## src/rtl/uart_tx_parity.sv

```systemverilog
// uart_tx_parity: UART transmitter, 8 data bits LSB first, even parity, 1 stop bit.
// Frame: start(0), d0..d7, parity, stop(1). Each bit lasts CLKS_PER_BIT clocks.
// Ports:
//   clk        system clock
//   rst        asynchronous active-low reset
//   txStart    frame request, sampled only in IDLE
//   txData     byte to send, latched when txStart is accepted
//   txFlagClr  active-low clear of txFlag, honoured only in DONE
//   tx         serial line, idle high
//   busy       high from frame acceptance until DONE is entered
//   txFlag     sticky frame-complete flag, high while in DONE
module uart_tx_parity #(
   parameter int unsigned CLKS_PER_BIT = 5208
) (
   input  logic       clk,
   input  logic       rst,
   input  logic       txStart,
   input  logic [7:0] txData,
   input  logic       txFlagClr,
   output logic       tx,
   output logic       busy,
   output logic       txFlag
);

   localparam int unsigned BAUD_W = 16;
   localparam int unsigned BIT_W  = 3;
   localparam int unsigned DATA_W = 8;

   localparam logic [BAUD_W-1:0] BAUD_LAST = BAUD_W'(CLKS_PER_BIT - 1);
   localparam logic [BIT_W-1:0]  BIT_LAST  = BIT_W'(DATA_W - 1);

   localparam logic [2:0] S_IDLE   = 3'd0;
   localparam logic [2:0] S_START  = 3'd1;
   localparam logic [2:0] S_DATA   = 3'd2;
   localparam logic [2:0] S_PARITY = 3'd3;
   localparam logic [2:0] S_STOP   = 3'd4;
   localparam logic [2:0] S_DONE   = 3'd5;

   logic [2:0]        r_state;
   logic [BAUD_W-1:0] r_baud;
   logic [BIT_W-1:0]  r_bit;
   logic [DATA_W-1:0] r_shift;
   logic              r_parity;
   logic              r_tx;
   logic              r_busy;
   logic              r_flag;

   logic [2:0]        w_state;
   logic [BAUD_W-1:0] w_baud;
   logic [BIT_W-1:0]  w_bit;
   logic [DATA_W-1:0] w_shift;
   logic              w_parity;
   logic              w_tx;
   logic              w_busy;
   logic              w_flag;
   logic              w_tc;

   assign tx     = r_tx;
   assign busy   = r_busy;
   assign txFlag = r_flag;

   // End of the current bit period
   assign w_tc = (r_baud == BAUD_LAST);

   // State and output registers
   always_ff @(posedge clk or negedge rst) begin
      if (!rst) begin
         r_state  <= S_IDLE;
         r_baud   <= '0;
         r_bit    <= '0;
         r_shift  <= '0;
         r_parity <= 1'b0;
         r_tx     <= 1'b1;
         r_busy   <= 1'b0;
         r_flag   <= 1'b0;
      end else begin
         r_state  <= w_state;
         r_baud   <= w_baud;
         r_bit    <= w_bit;
         r_shift  <= w_shift;
         r_parity <= w_parity;
         r_tx     <= w_tx;
         r_busy   <= w_busy;
         r_flag   <= w_flag;
      end
   end

   // Next-state and next-output logic; outputs are set one edge ahead of the bit they drive
   always_comb begin
      w_state  = r_state;
      w_baud   = r_baud;
      w_bit    = r_bit;
      w_shift  = r_shift;
      w_parity = r_parity;
      w_tx     = r_tx;
      w_busy   = r_busy;
      w_flag   = r_flag;

      case (r_state)
         S_IDLE: begin
            w_tx   = 1'b1;
            w_busy = 1'b0;
            w_flag = 1'b0;
            w_baud = '0;
            w_bit  = '0;
            if (txStart) begin
               w_shift  = txData;
               w_parity = ^txData;
               w_state  = S_START;
               w_tx     = 1'b0;
               w_busy   = 1'b1;
            end
         end

         S_START: begin
            if (w_tc) begin
               w_baud  = '0;
               w_state = S_DATA;
               w_tx    = r_shift[0];
            end else begin
               w_baud = r_baud + BAUD_W'(1);
            end
         end

         S_DATA: begin
            if (w_tc) begin
               w_baud  = '0;
               w_shift = {1'b0, r_shift[DATA_W-1:1]};
               w_bit   = r_bit + BIT_W'(1);
               if (r_bit == BIT_LAST) begin
                  w_state = S_PARITY;
                  w_tx    = r_parity;
               end else begin
                  // Next data bit is the one about to land in shift[0]
                  w_tx = r_shift[1];
               end
            end else begin
               w_baud = r_baud + BAUD_W'(1);
            end
         end

         S_PARITY: begin
            if (w_tc) begin
               w_baud  = '0;
               w_state = S_STOP;
               w_tx    = 1'b1;
            end else begin
               w_baud = r_baud + BAUD_W'(1);
            end
         end

         S_STOP: begin
            if (w_tc) begin
               w_baud  = '0;
               w_state = S_DONE;
               w_flag  = 1'b1;
               w_busy  = 1'b0;
            end else begin
               w_baud = r_baud + BAUD_W'(1);
            end
         end

         S_DONE: begin
            w_tx   = 1'b1;
            w_busy = 1'b0;
            w_flag = 1'b1;
            w_baud = '0;
            // Clear wins over a simultaneous start; the start is seen next edge in IDLE
            if (!txFlagClr) begin
               w_state = S_IDLE;
               w_flag  = 1'b0;
            end
         end

         default: begin
            w_state = S_IDLE;
            w_tx    = 1'b1;
            w_busy  = 1'b0;
            w_flag  = 1'b0;
            w_baud  = '0;
            w_bit   = '0;
         end
      endcase
   end

endmodule

```

## config.mk

```make
export PLATFORM = sky130hd
export DESIGN_NAME = uart_tx_parity
export DESIGN_NICKNAME = d
export VERILOG_FILES = /design/src/rtl/uart_tx_parity.sv
export SDC_FILE = /design/constraint.sdc
export NUM_CORES = 1
export LEC_CHECK = 0
export BUFFER_PORTS_ARGS = -buffer_cell sky130_fd_sc_hd__buf_2
export CAP_MARGIN = 0
export CORE_MARGIN = 5
export CORE_UTILIZATION = 26
export DETAILED_ROUTE_END_ITERATION = 6
export MAX_ROUTING_LAYER = met4
export PLACE_DENSITY = 0.51
export SYNTH_ARGS = -nofsm -noshare
export SYNTH_HDL_FRONTEND = slang
export SYNTH_SLANG_ARGS = --single-unit
```

## constraint.sdc

```tcl
create_clock -name clk -period 2.1 [get_ports clk]
set_clock_uncertainty 0.05 [all_clocks]
set_input_delay 0.42 -clock clk [delete_from_list [all_inputs] [get_ports clk]]
set_output_delay 0.42 -clock clk [all_outputs]
set_load 0.01 [all_outputs]
```

==> results.sh <==
export IMPL_vias=1326
export IMPL_wirelength_um=3710
export IMPL_yosysTopAreaCell="dfrtp_1"
export IMPL_min_period_ps=1970
export IMPL_overflow=0
export IMPL_holdBufCountCts=0
export IMPL_rsz0062_at_grt="false"
export IMPL_placed_cells=290
export IMPL_rows=31
export IMPL_portBuffers=14
export IMPL_cts_max_level=2
export IMPL_dp_hpwl_um=2670
export IMPL_cts_setup_buffers=0
export IMPL_wl_per_cell_um=12.4
export IMPL_first_iter_violations=32
export IMPL_dr_pass1_iters=4
export IMPL_synth_top_flop_cell="dfrtp_1"
export IMPL_synth_edf_count=0
export IMPL_grt_pass1_vias=1316
export IMPL_cts_buffers=5
export IMPL_tns_ps=0
export IMPL_cts_tree="built"
export IMPL_synth_async_reset_ratio_pct=100
export IMPL_syn_to_final_growth_pct=16.1
export IMPL_ant_nets=0
export IMPL_viasPerCell=4.45
export IMPL_syn_avg_cell_area_um2=10.9
export IMPL_die_w_um=95.5
export IMPL_die_y_um=95.5
export IMPL_yosys_warnings=0
export IMPL_startpoint_type="flop"
export IMPL_worstPathArrival_ps=2090
export IMPL_io_pins=15
export IMPL_drc=0
export IMPL_fin_total_pwr_mw=1.89
export IMPL_use_met2_pct=13.2
export IMPL_worstPathRequired_ps=2220
export IMPL_synth_distinct_cells=40
export IMPL_outcome="completed"
export IMPL_dieArea_um2=9110
export IMPL_yosysSeqAreaShare_pct=44.9
export IMPL_cap_viol_max_count=0
export IMPL_use_met3_pct=3.08
export IMPL_finalMaxSlewViolations=0
export IMPL_cts_resized=0
export IMPL_core_area_um2=7180
export IMPL_max_slew_margin_pct=48.4
export IMPL_power_density_nw_per_um2=855
export IMPL_cts_root_buf="clkbuf_8"
export IMPL_grt_max_degree=35
export IMPL_diodes=0
export IMPL_synth_seq_cells=34
export IMPL_place_congestion=0.757
export IMPL_netlist_area_um2=1900
export IMPL_synth_area_top_cells="dfrtp_1 43%, mux2_4 5.5%, xor2_1 5.1%"
export IMPL_path_clk_slew_ps=70
export IMPL_layout_drive_gt1_share_pct=26.1
export IMPL_busiest_layer="met2"
export IMPL_synth_top_area_share_pct=43.5
export IMPL_grt_util_all_layers_pct=9.38
export IMPL_hold_class="input port to asynchronous set/reset pin"
export IMPL_critical_path_class="flop to flop"
export IMPL_clock_latency_ps=290
export IMPL_cts_sink_count=34
export IMPL_initial_core_util_pct=26.5
export IMPL_antenna_found_initial=0
export IMPL_synth_nets=190
export IMPL_fill_cells=749
export IMPL_worst_pin_slew_ps=774
export IMPL_fmax_ghz=0.507
export IMPL_setup_viol=0
export IMPL_stdcell_count=298
export IMPL_grt_use_met1_pct=12.1
export IMPL_nets=213
export IMPL_hold_violations=0
export IMPL_grt_pass1_wl_um=6330
export IMPL_end_kind="flop"
export IMPL_vdd_drop_max_mv=0.484
export IMPL_leakage_nw=0.962
export IMPL_netlist_instances=175
export IMPL_clock_path_buffers=2
export IMPL_critical_path_max_fanout=8
export IMPL_finalCritPeriodShare_pct=93.9
## cells in the mapped netlist (2+ instances only)
library cell	n
nand3_1	5
o21ai_0	13
nor2_1	16
nor2b_1	3
nand4_1	6
a21oi_1	7
o31ai_1	2
buf_2	2
nand2_1	5
xor2_1	11
mux2_2	8
inv_1	3
xnor2_1	8
and4_1	4
nand2b_1	4
or4_1	2
ha_1	3
o22ai_1	3
buf_6	2
or3_1	3
dfrtp_1	33
mux2_4	7
nor4b_2	2
clkbuf_1	2
mux2i_1	6
## final cells by class
cell class / instances / area (um2) / area share [%]
Multi-Input combinational cell: 131 / 988 / 44.8
Sequential cell: 34 / 852 / 38.6
Timing Repair Buffer: 23 / 138 / 6.24
Tap cell: 99 / 124 / 5.62
Clock buffer: 7 / 86.3 / 3.92
Inverter: 3 / 11.3 / 0.511
Clock inverter: 1 / 5.00 / 0.227
## state kept, by name, summed over array words and instances (netlist names)
| signal | cells |
|---|---|
| busy | 1 |
| r_baud | 16 |
| r_bit | 3 |
| r_parity | 1 |
| r_shift | 8 |
| r_state | 3 |
| tx | 1 |
| txFlag | 1 |
## report_power, final
group / internal, mW / switching [mW]
Sequential: 0.820 / 0.137
Combinational: 0.242 / 0.186
Clock: 0.264 / 0.237
Total: 1.33 / 0.559
## worst paths after layout
| check | slack (ps) | start | endpoint | cells past startpoint |
|---|---|---|---|---|
| min in group clk | 340 | txData[7] | r_shift[7] | 3 |
| hold reg to reg | 420 | r_baud[0] | r_baud[0] | 1 |
| setup reg to reg | 130 | r_baud[0] | r_shift[6] | 5 |
| setup / recovery | 130 | r_baud[0] | r_shift[6] | 5 |
| max in group asynchronous | 1350 | rst | r_bit[1] | 1 |
| hold / removal | 160 | rst | r_baud[12] | 1 |
## cell usage in the layout, fill, tap and decap left out, drive strengths merged, types with 4 or more instances in the layout
cell,synthesis,routed
dfrtp,33,33
buf,5,23
nor2,17,17
mux2,15,15
o21ai,13,13
xor2,11,11
xnor2,8,8
a21oi,7,7
nand4,7,7
clkbuf,2,7
mux2i,6,6
nand2,5,5
nand3,5,5
and4,4,4
nand2b,4,4
## metal layers
metal	wire [um]	up-vias	part of all wire, %
li1	-	676	-
met1	1820	634	49
met2	1720	11	46
met3	93	5	2.5
met4	78	0	2.1
met5	0	-	0
## critical path, stage by stage (launching register included)
cell and delay (ps):
dfrtp_1 380, ha_1 230, and4bb_2 250, and4_1 210, a21o_1 390, mux2_4 340
## cell families after synthesis
group / Yosys count / synth area share, %
adder cells (fa/ha/maj): 3 / 1.98
AND/OR/NAND/NOR: 59 / 19.0
XOR/XNOR: 19 / 8.76
flip-flops: 34 / 44.9
buffers and inverters: 10 / 3.10
multiplexers: 21 / 13.4
AO/OA/AOI/OAI: 29 / 8.83
## metrics by stage
| step | utilization [%] | hold slack, ps | setup WS, ps | instance area [um2] |
|---|---|---|---|---|
| after floorplan | - | 74.4 | 214 | 1900 |
| after global placement | 29.5 | 416 | 144 | 2110 |
| after detailed placement | 29.5 | 421 | 112 | 2110 |
| after CTS | 30.7 | 183 | 94.8 | 2200 |
| after global routing | 30.7 | 211 | 23.4 | 2200 |
| final | 30.7 | 160 | 127 | 2200 |
Note: power is estimated with default switching activity, not from simulation.
